### src/rtl/bus_arbiter_ctrl.sv
// Round-robin arbiter and bit-serial phase sequencer for the shared system bus.
// Moore outputs registered alongside the state; no input-to-output combinational path.
module bus_arbiter_ctrl #(
   parameter int NUM_MASTERS = 2,
   parameter int ADDR_WIDTH  = 12,
   parameter int DATA_WIDTH  = 8,
   parameter int TIMEOUT     = 16
) (
   input  logic                   clk,
   input  logic                   reset,
   input  logic [NUM_MASTERS-1:0] m_req,
   input  logic                   slave_ack,
   output logic [NUM_MASTERS-1:0] m_grant,
   output logic                   addr_phase,
   output logic                   data_phase,
   output logic [3:0]             bit_idx,
   output logic                   bus_busy,
   output logic                   txn_done,
   output logic                   timeout_err
);

   localparam int         OW        = (NUM_MASTERS > 2) ? 2 : 1;
   localparam logic [3:0] ADDR_LAST = 4'(ADDR_WIDTH - 1);
   localparam logic [3:0] DATA_LAST = 4'(DATA_WIDTH - 1);
   localparam logic [7:0] TO_LAST   = 8'(TIMEOUT - 1);

   typedef enum logic [2:0] {
      S_IDLE, S_GRANT, S_ADDR, S_WAIT, S_DATA, S_DONE, S_ABORT
   } state_t;

   state_t          state;
   logic [OW-1:0]   owner;
   logic [OW-1:0]   last;
   logic [7:0]      to_cnt;
   logic [OW-1:0]   cand;
   logic [OW-1:0]   pick_idx;
   logic            pick_vld;

   // First requester strictly after 'last', scanning upward with wrap.
   always_comb begin
      pick_vld = 1'b0;
      pick_idx = '0;
      cand     = '0;
      for (int i = 1; i <= NUM_MASTERS; i++) begin
         cand = OW'((int'(last) + i) % NUM_MASTERS);
         if (m_req[cand] && !pick_vld) begin
            pick_vld = 1'b1;
            pick_idx = cand;
         end
      end
   end

   // bit_idx doubles as the bit counter during ADDR and DATA.
   always_ff @(posedge clk or negedge reset) begin
      if (!reset) begin
         state       <= S_IDLE;
         owner       <= '0;
         last        <= OW'(NUM_MASTERS - 1);
         to_cnt      <= '0;
         m_grant     <= '0;
         addr_phase  <= 1'b0;
         data_phase  <= 1'b0;
         bit_idx     <= '0;
         bus_busy    <= 1'b0;
         txn_done    <= 1'b0;
         timeout_err <= 1'b0;
      end else begin
         case (state)
            S_IDLE: begin
               if (pick_vld) begin
                  state    <= S_GRANT;
                  owner    <= pick_idx;
                  m_grant  <= NUM_MASTERS'(1) << pick_idx;
                  bus_busy <= 1'b1;
               end
            end
            S_GRANT: begin
               state      <= S_ADDR;
               addr_phase <= 1'b1;
               bit_idx    <= '0;
            end
            S_ADDR: begin
               if (bit_idx == ADDR_LAST) begin
                  state      <= S_WAIT;
                  to_cnt     <= '0;
                  addr_phase <= 1'b0;
                  bit_idx    <= '0;
               end else begin
                  bit_idx <= bit_idx + 4'd1;
               end
            end
            S_WAIT: begin
               // A late ack still wins over the timeout on the last allowed cycle.
               if (slave_ack) begin
                  state      <= S_DATA;
                  data_phase <= 1'b1;
                  bit_idx    <= '0;
               end else if (to_cnt == TO_LAST) begin
                  state       <= S_ABORT;
                  timeout_err <= 1'b1;
               end else begin
                  to_cnt <= to_cnt + 8'd1;
               end
            end
            S_DATA: begin
               if (bit_idx == DATA_LAST) begin
                  state      <= S_DONE;
                  data_phase <= 1'b0;
                  bit_idx    <= '0;
                  txn_done   <= 1'b1;
               end else begin
                  bit_idx <= bit_idx + 4'd1;
               end
            end
            S_DONE, S_ABORT: begin
               state       <= S_IDLE;
               last        <= owner;
               m_grant     <= '0;
               bus_busy    <= 1'b0;
               txn_done    <= 1'b0;
               timeout_err <= 1'b0;
            end
            default: begin
               state       <= S_IDLE;
               m_grant     <= '0;
               addr_phase  <= 1'b0;
               data_phase  <= 1'b0;
               bit_idx     <= '0;
               bus_busy    <= 1'b0;
               txn_done    <= 1'b0;
               timeout_err <= 1'b0;
            end
         endcase
      end
   end

endmodule

### config.mk
export PLATFORM = sky130hd
export DESIGN_NAME = bus_arbiter_ctrl
export DESIGN_NICKNAME = d
export VERILOG_FILES = /design/src/rtl/bus_arbiter_ctrl.sv
export SDC_FILE = /design/constraint.sdc
export NUM_CORES = 1
export LEC_CHECK = 0
export ABC_AREA = 0
export CELL_PAD_IN_SITES_DETAIL_PLACEMENT = 1
export CELL_PAD_IN_SITES_GLOBAL_PLACEMENT = 2
export CORE_ASPECT_RATIO = 1.75
export CORE_UTILIZATION = 37
export CTS_CLUSTER_DIAMETER = 150
export DETAILED_ROUTE_END_ITERATION = 12
export PLACE_DENSITY = 0.81
export SYNTH_ARGS = -nofsm -noshare
export SYNTH_HDL_FRONTEND = slang
export SYNTH_SLANG_ARGS = --single-unit
### constraint.sdc
create_clock -name clk -period 2.7 [get_ports clk]
set_input_delay 0.54 -clock clk [delete_from_list [all_inputs] [get_ports clk]]
set_output_delay 0.54 -clock clk [all_outputs]
set_load 0.1 [all_outputs]
# --- Yosys cells after proc, flatten, opt, wreduce, memory -nomap -nowiden ---
# Cells that the tools add are included.
classes:
  bitwise: 6
  n_shift: 1
  n_mux: 36
  n_addsub: 4
  reduce_logical: 20
  n_eq_ne: 17
  magnitude_cmp: 2
ops:
  columns: ["op", "n"]
  rows:
  - ["$mux 8", 3]
  - ["$pmux 4 s4", 1]
  - ["$pmux 8 s2", 1]
  - ["$mux 1", 15]
  - ["$mux 3", 5]
  - ["$pmux 3 s5", 1]
  - ["$ne 2x2->1 const B", 7]
  - ["$mux 4", 3]
  - ["$reduce_or 4->1", 3]
  - ["$reduce_and 2->1", 5]
  - ["$reduce_or 5->1", 2]
  - ["$eq 3x3->1 const B", 3]
  - ["$add 8x1->8 const B", 1]
  - ["$eq 8x4->1 const B", 1]
  - ["$reduce_and 4->1", 2]
  - ["$eq 3x2->1 const B", 2]
  - ["$not 1->1", 6]
  - ["$pmux 1 s2", 3]
  - ["$pmux 1 s3", 2]
  - ["$reduce_and 3->1", 2]
  - ["$add 4x1->4 const B", 1]
  - ["$eq 4x3->1 const B", 1]
  - ["$eq 4x4->1 const B", 1]
  - ["$lt 1x2->1 const B", 2]
  - ["12 further kinds", 13]
word_totals:
  elab_cells: 97
  inputBits: 5
  out_inout_bits: 11
  regBits: 24

# --- Longest topological paths before layout ---
depth:
  ltp_word: 10
  depth_mapped: 5
  depth_no_buf: 5

# --- Least setup slack after synthesis ---
# No wires, ideal clock.
synth_path:
  kind: "reg2reg"
  from: "reg bit_idx[1]"
  to: "reg bit_idx[3]"
  t_arrival_ns: 2.055
  n_path_buf: 0
  synth_period_minus_slack_ns: 2.220
  slack_ns: 0.480
  setup_ns: 0.164
  t_required_ns: 2.536
  path_stages_with_launch: 6
  cell_sequence: "dfrtp_1 > ha_1 > nand3b_1 > a32oi_1 > a2bb2oi_1 > o31ai_1"
synth_via:
  elab_chain_len: 3
  word_cells_on_any_way: 6
  cone_classes: "1 x add/sub; 2 x eq/ne; 3 x mux"
synth_rtl:
  columns: ["element", "line_no", "source"]
  rows:
  - ["from (decl)", "16", "output logic [3:0] bit_idx,"]
  - ["from (signal assigned)", "89", "bit_idx <= bit_idx + 4'd1;"]
  - ["from (signal assigned)", "112", "bit_idx <= bit_idx + 4'd1;"]
  - ["$add 4x1->4, or another cell as far along", "89, 112", null]
  - ["$mux 4, on equally long branches", "106, 83", null]
  - ["$pmux 4 s4 (*)", "68", "case (state)"]
# Every way passes the cells marked *; elsewhere a longest branch is shown, timed or not.
# A chain may end at the register's enable or synchronous reset.

# --- Final worst setup path ---
layout_path:
  from: "reg state[2]"
  to: "reg addr_phase"
layout_via:
  elab_chain_len: 4
  word_cells_on_any_way: 12
  cone_classes: "7 x eq/ne; 1 x mux; 1 x bitwise; 3 x reduce/logical"
layout_rtl:
  columns: ["element", "line_no", "source"]
  rows:
  - ["from (decl)", "31", "state_t state;"]
  - ["from (signal assigned)", "56", "state <= S_IDLE;"]
  - ["from (signal assigned)", "71", "state <= S_GRANT;"]
  - ["from (signal assigned)", "78", "state <= S_ADDR;"]
  - ["parallel branches: the longest is 4 deep, another holds $reduce_or 5->1", null, null]
  - ["to (signal assigned)", "61", "addr_phase <= 1'b0;"]
  - ["to (signal assigned)", "79", "addr_phase <= 1'b1;"]
  - ["to (signal assigned)", "86", "addr_phase <= 1'b0;"]
  - ["to (decl)", "14", "output logic addr_phase,"]
# Several ways; the timed one is not identified.

==> metrics <==
Adder-Cell Fraction of Synth Area=3.297%; ratio of cells with drive above 1 in the final layout=19.62%; Max Clk Rate=0.5366 GHz; max cap viols=0; commonest non-fill, non-tap cell in the layout=dfrtp_1; Gate Count Post-Synth=approximately 140; max-slew violation count=0; site row count=28; Die H=between 80 and 90 microns; Clock transition at path regs=90 ps; Worst path max stage delay=800 ps; Crit path required time=roughly 2800 ps; Final setup viols=0; Worst Max-Slew Pin Slew=705.6 ps; Synth Area in Simple Gates=21.43%; CTS max path bufs=2; Synth top area share=a little over two fifths; die area=3949 sq um; Max stage delay cell, worst path=dfrtp_1; RSZ-0062 raised after global routing=no; Cell Pwr Density=1268 nW/um^2; CTS sink cnt=24; worst r2r src=state[2]$_DFFE_PN0P_; Layout Nets=167; critical path class=register to register; complex-gate fraction of the synthesized area=approximately a quarter; R2R Path End=addr_phase$_DFFE_PN0P_; Startpoint Class=register; Global Route Usage Sum=around a fifth; residual DRC count=0; Leak=0.6863 nW; DR iter-0 viols=12; most frequent cells in the layout=dfrtp_1, nand2_1, buf_4; worst path cell trace=fa_1, nand2_1, nor2_1, a21oi_1, o2bb2ai_1; cell depth of the worst setup path=5; minimum clock period=1863 ps; drt total wl=about 3400 microns; R2R Setup Slk=840 ps; htree depth=1; largest family of logic cells by synthesized area=compound AO/OA/AOI/OAI gates; post-synth cell types=47; syn_area_per_cell=9.555 sq um; Setup TNS Final=0 ps; IO Pins=16; Main synth FF type=dfrtp_1; post-synthesis mux area share=2.289%; vias in the first global route=1133; CTS tree=done; maximum number of pins on one net before global-route repair=23; area grow syn2layout=15.11%; hpwl dp=between 2000 and 3000 microns; Final Cycle Share=69.02%; Crit Path Max Fanout=22; Vias=1144; crit path launch=state[2]$_DFFE_PN0P_; core area=3468 sq um; Ys Warns=0; antenna violations before repair=0; WL per Instance=16.92 microns; hold buffer count at cts=0; GRT Residual Overflow=0; VDD IR-drop max=a little under 0.7 mV; Num CTS Buffers=3; Worst Skew=between 0.9 and 1 ps; Hold Crit Class=register to register; CTS root buf=clkbuf_8; Slew headroom=52.96%; ANT nets after route=0; Post-Syn Area=1366 sq um; drt via density=5.635; I/O Buffers=15; worst skew pair latency=270 ps; Final Total Pwr=1.994 mW; Syn Nets=151; status=completed; R2R cell count=5; cell family with most CP delay=flip-flops; Synth area leaders=dfrtp_1, nand2_1, a21oi_1; Buf/Inv on CP=0; post-CTS sizing=0; register area share after synthesis=44.05%; EDFF count, synth=0; Async SR Flop Fraction=100.0%; Critical Path End=addr_phase$_DFFE_PN0P_; post-synthesis cell type with the largest combined area=dfrtp_1; CP endpoint kind=register; FF+latch count, synth=24; Pre-Repair DR Iteration Count=4; die width=between 40 and 50 microns; first-pass GRT wire length=5568 microns; setup bufs post-CTS=0; Initial Util=39.39%; n_diodes=0; Hold Fails Final Rpt=0; routability cong.=0.7579; CP arrival=2000 ps; xor-xnor portion of the synthesized cell area=less than 1%
[final cells by class]
type	count	area, sq um
flip-flops and latches	24	601.8
fillers	397	1896
well taps	45	56.30
multi-input cells	109	703.2
repair buffers	18	145.1
clock buffers	4	55.05
inverters	3	11.26
[kinds of logic (layout without fill, tap and decap cells)]
group                      Yosys count  after routing
xor gates and xnor gates             1              1
and+or+nand+nor                     58             58
buffers and inverters               10             25
DFF                                 24             24
adders and majority gates            3              3
muxes                                3              3
AOI/OAI and AO/OA                   44             44
[worst min-delay path by stage]
| stage | endpoint | cells past startpoint | slack, ps | startpoint |
|---|---|---|---|---|
| 6_report | owner$_DFFE_PN0P_ | 1 | 500 | owner$_DFFE_PN0P_ |
| 5_1_grt | owner$_DFFE_PN0P_ | 1 | 510 | owner$_DFFE_PN0P_ |
| 4_1_cts | owner$_DFFE_PN0P_ | 1 | 500 | owner$_DFFE_PN0P_ |
| 3_5_place_dp | owner$_DFFE_PN0P_ | 1 | 480 | owner$_DFFE_PN0P_ |
| 3_3_place_gp | owner$_DFFE_PN0P_ | 1 | 470 | owner$_DFFE_PN0P_ |
| 2_1_floorplan | addr_phase$_DFFE_PN0P_ | 0 | 240 | reset |
[metrics by stage]
stage	cell area, sq um	std cells	worst slack [ps]	hold slack (ps)	util [%]
after floorplan	1366	143	480.4	244.4	-
after global placement	1518	199	780.3	473.8	43.76
after detailed placement	1518	199	743.5	482.1	43.76
after CTS	1573	203	813.4	503.4	45.35
after global routing	1573	203	648.1	511.9	45.35
final	1573	203	836.5	498.7	45.35
[cell usage after synthesis (all sizes together), types with 2 or more instances]
cell type / n
mux2i: 2
a41oi: 2
nand3b: 2
and3: 3
nand2b: 2
or2: 2
nor2b: 2
nand2: 21
nor2: 10
a2bb2oi: 3
nor3: 2
a21oi: 10
o31ai: 3
o21ai: 9
nand3: 9
clkbuf: 4
or2b: 2
dfrtp: 23
buf: 2
inv: 3
ha: 2
a31oi: 5
a32oi: 2
[registers in the layout, indices dropped and copies added (netlist names)]
name / flops
last: 1
timeout_err: 1
bus_busy: 1
txn_done: 1
data_phase: 1
state: 3
bit_idx: 4
to_cnt: 8
addr_phase: 1
owner: 1
m_grant: 2
[report_power, final]
part           switching, mW  internal [mW]  total (mW)  leakage, nW
clock network          0.122          0.131       0.253       0.0288
logic                  0.742          0.342        1.08        0.354
registers              0.179          0.478       0.657        0.304
[metal layers]
metal  vias up  wire (microns)  global-route usage, %  part of all wire (%)
li1        554               -                      -                     -
met1       569            1434                  23.63                    42
met2        16            1867                  35.14                    54
met3         5              76                  3.261                   2.2
met4         0              56                  7.778                   1.6
met5         -               0                      0                     0
(Power assumes the default switching activity.)
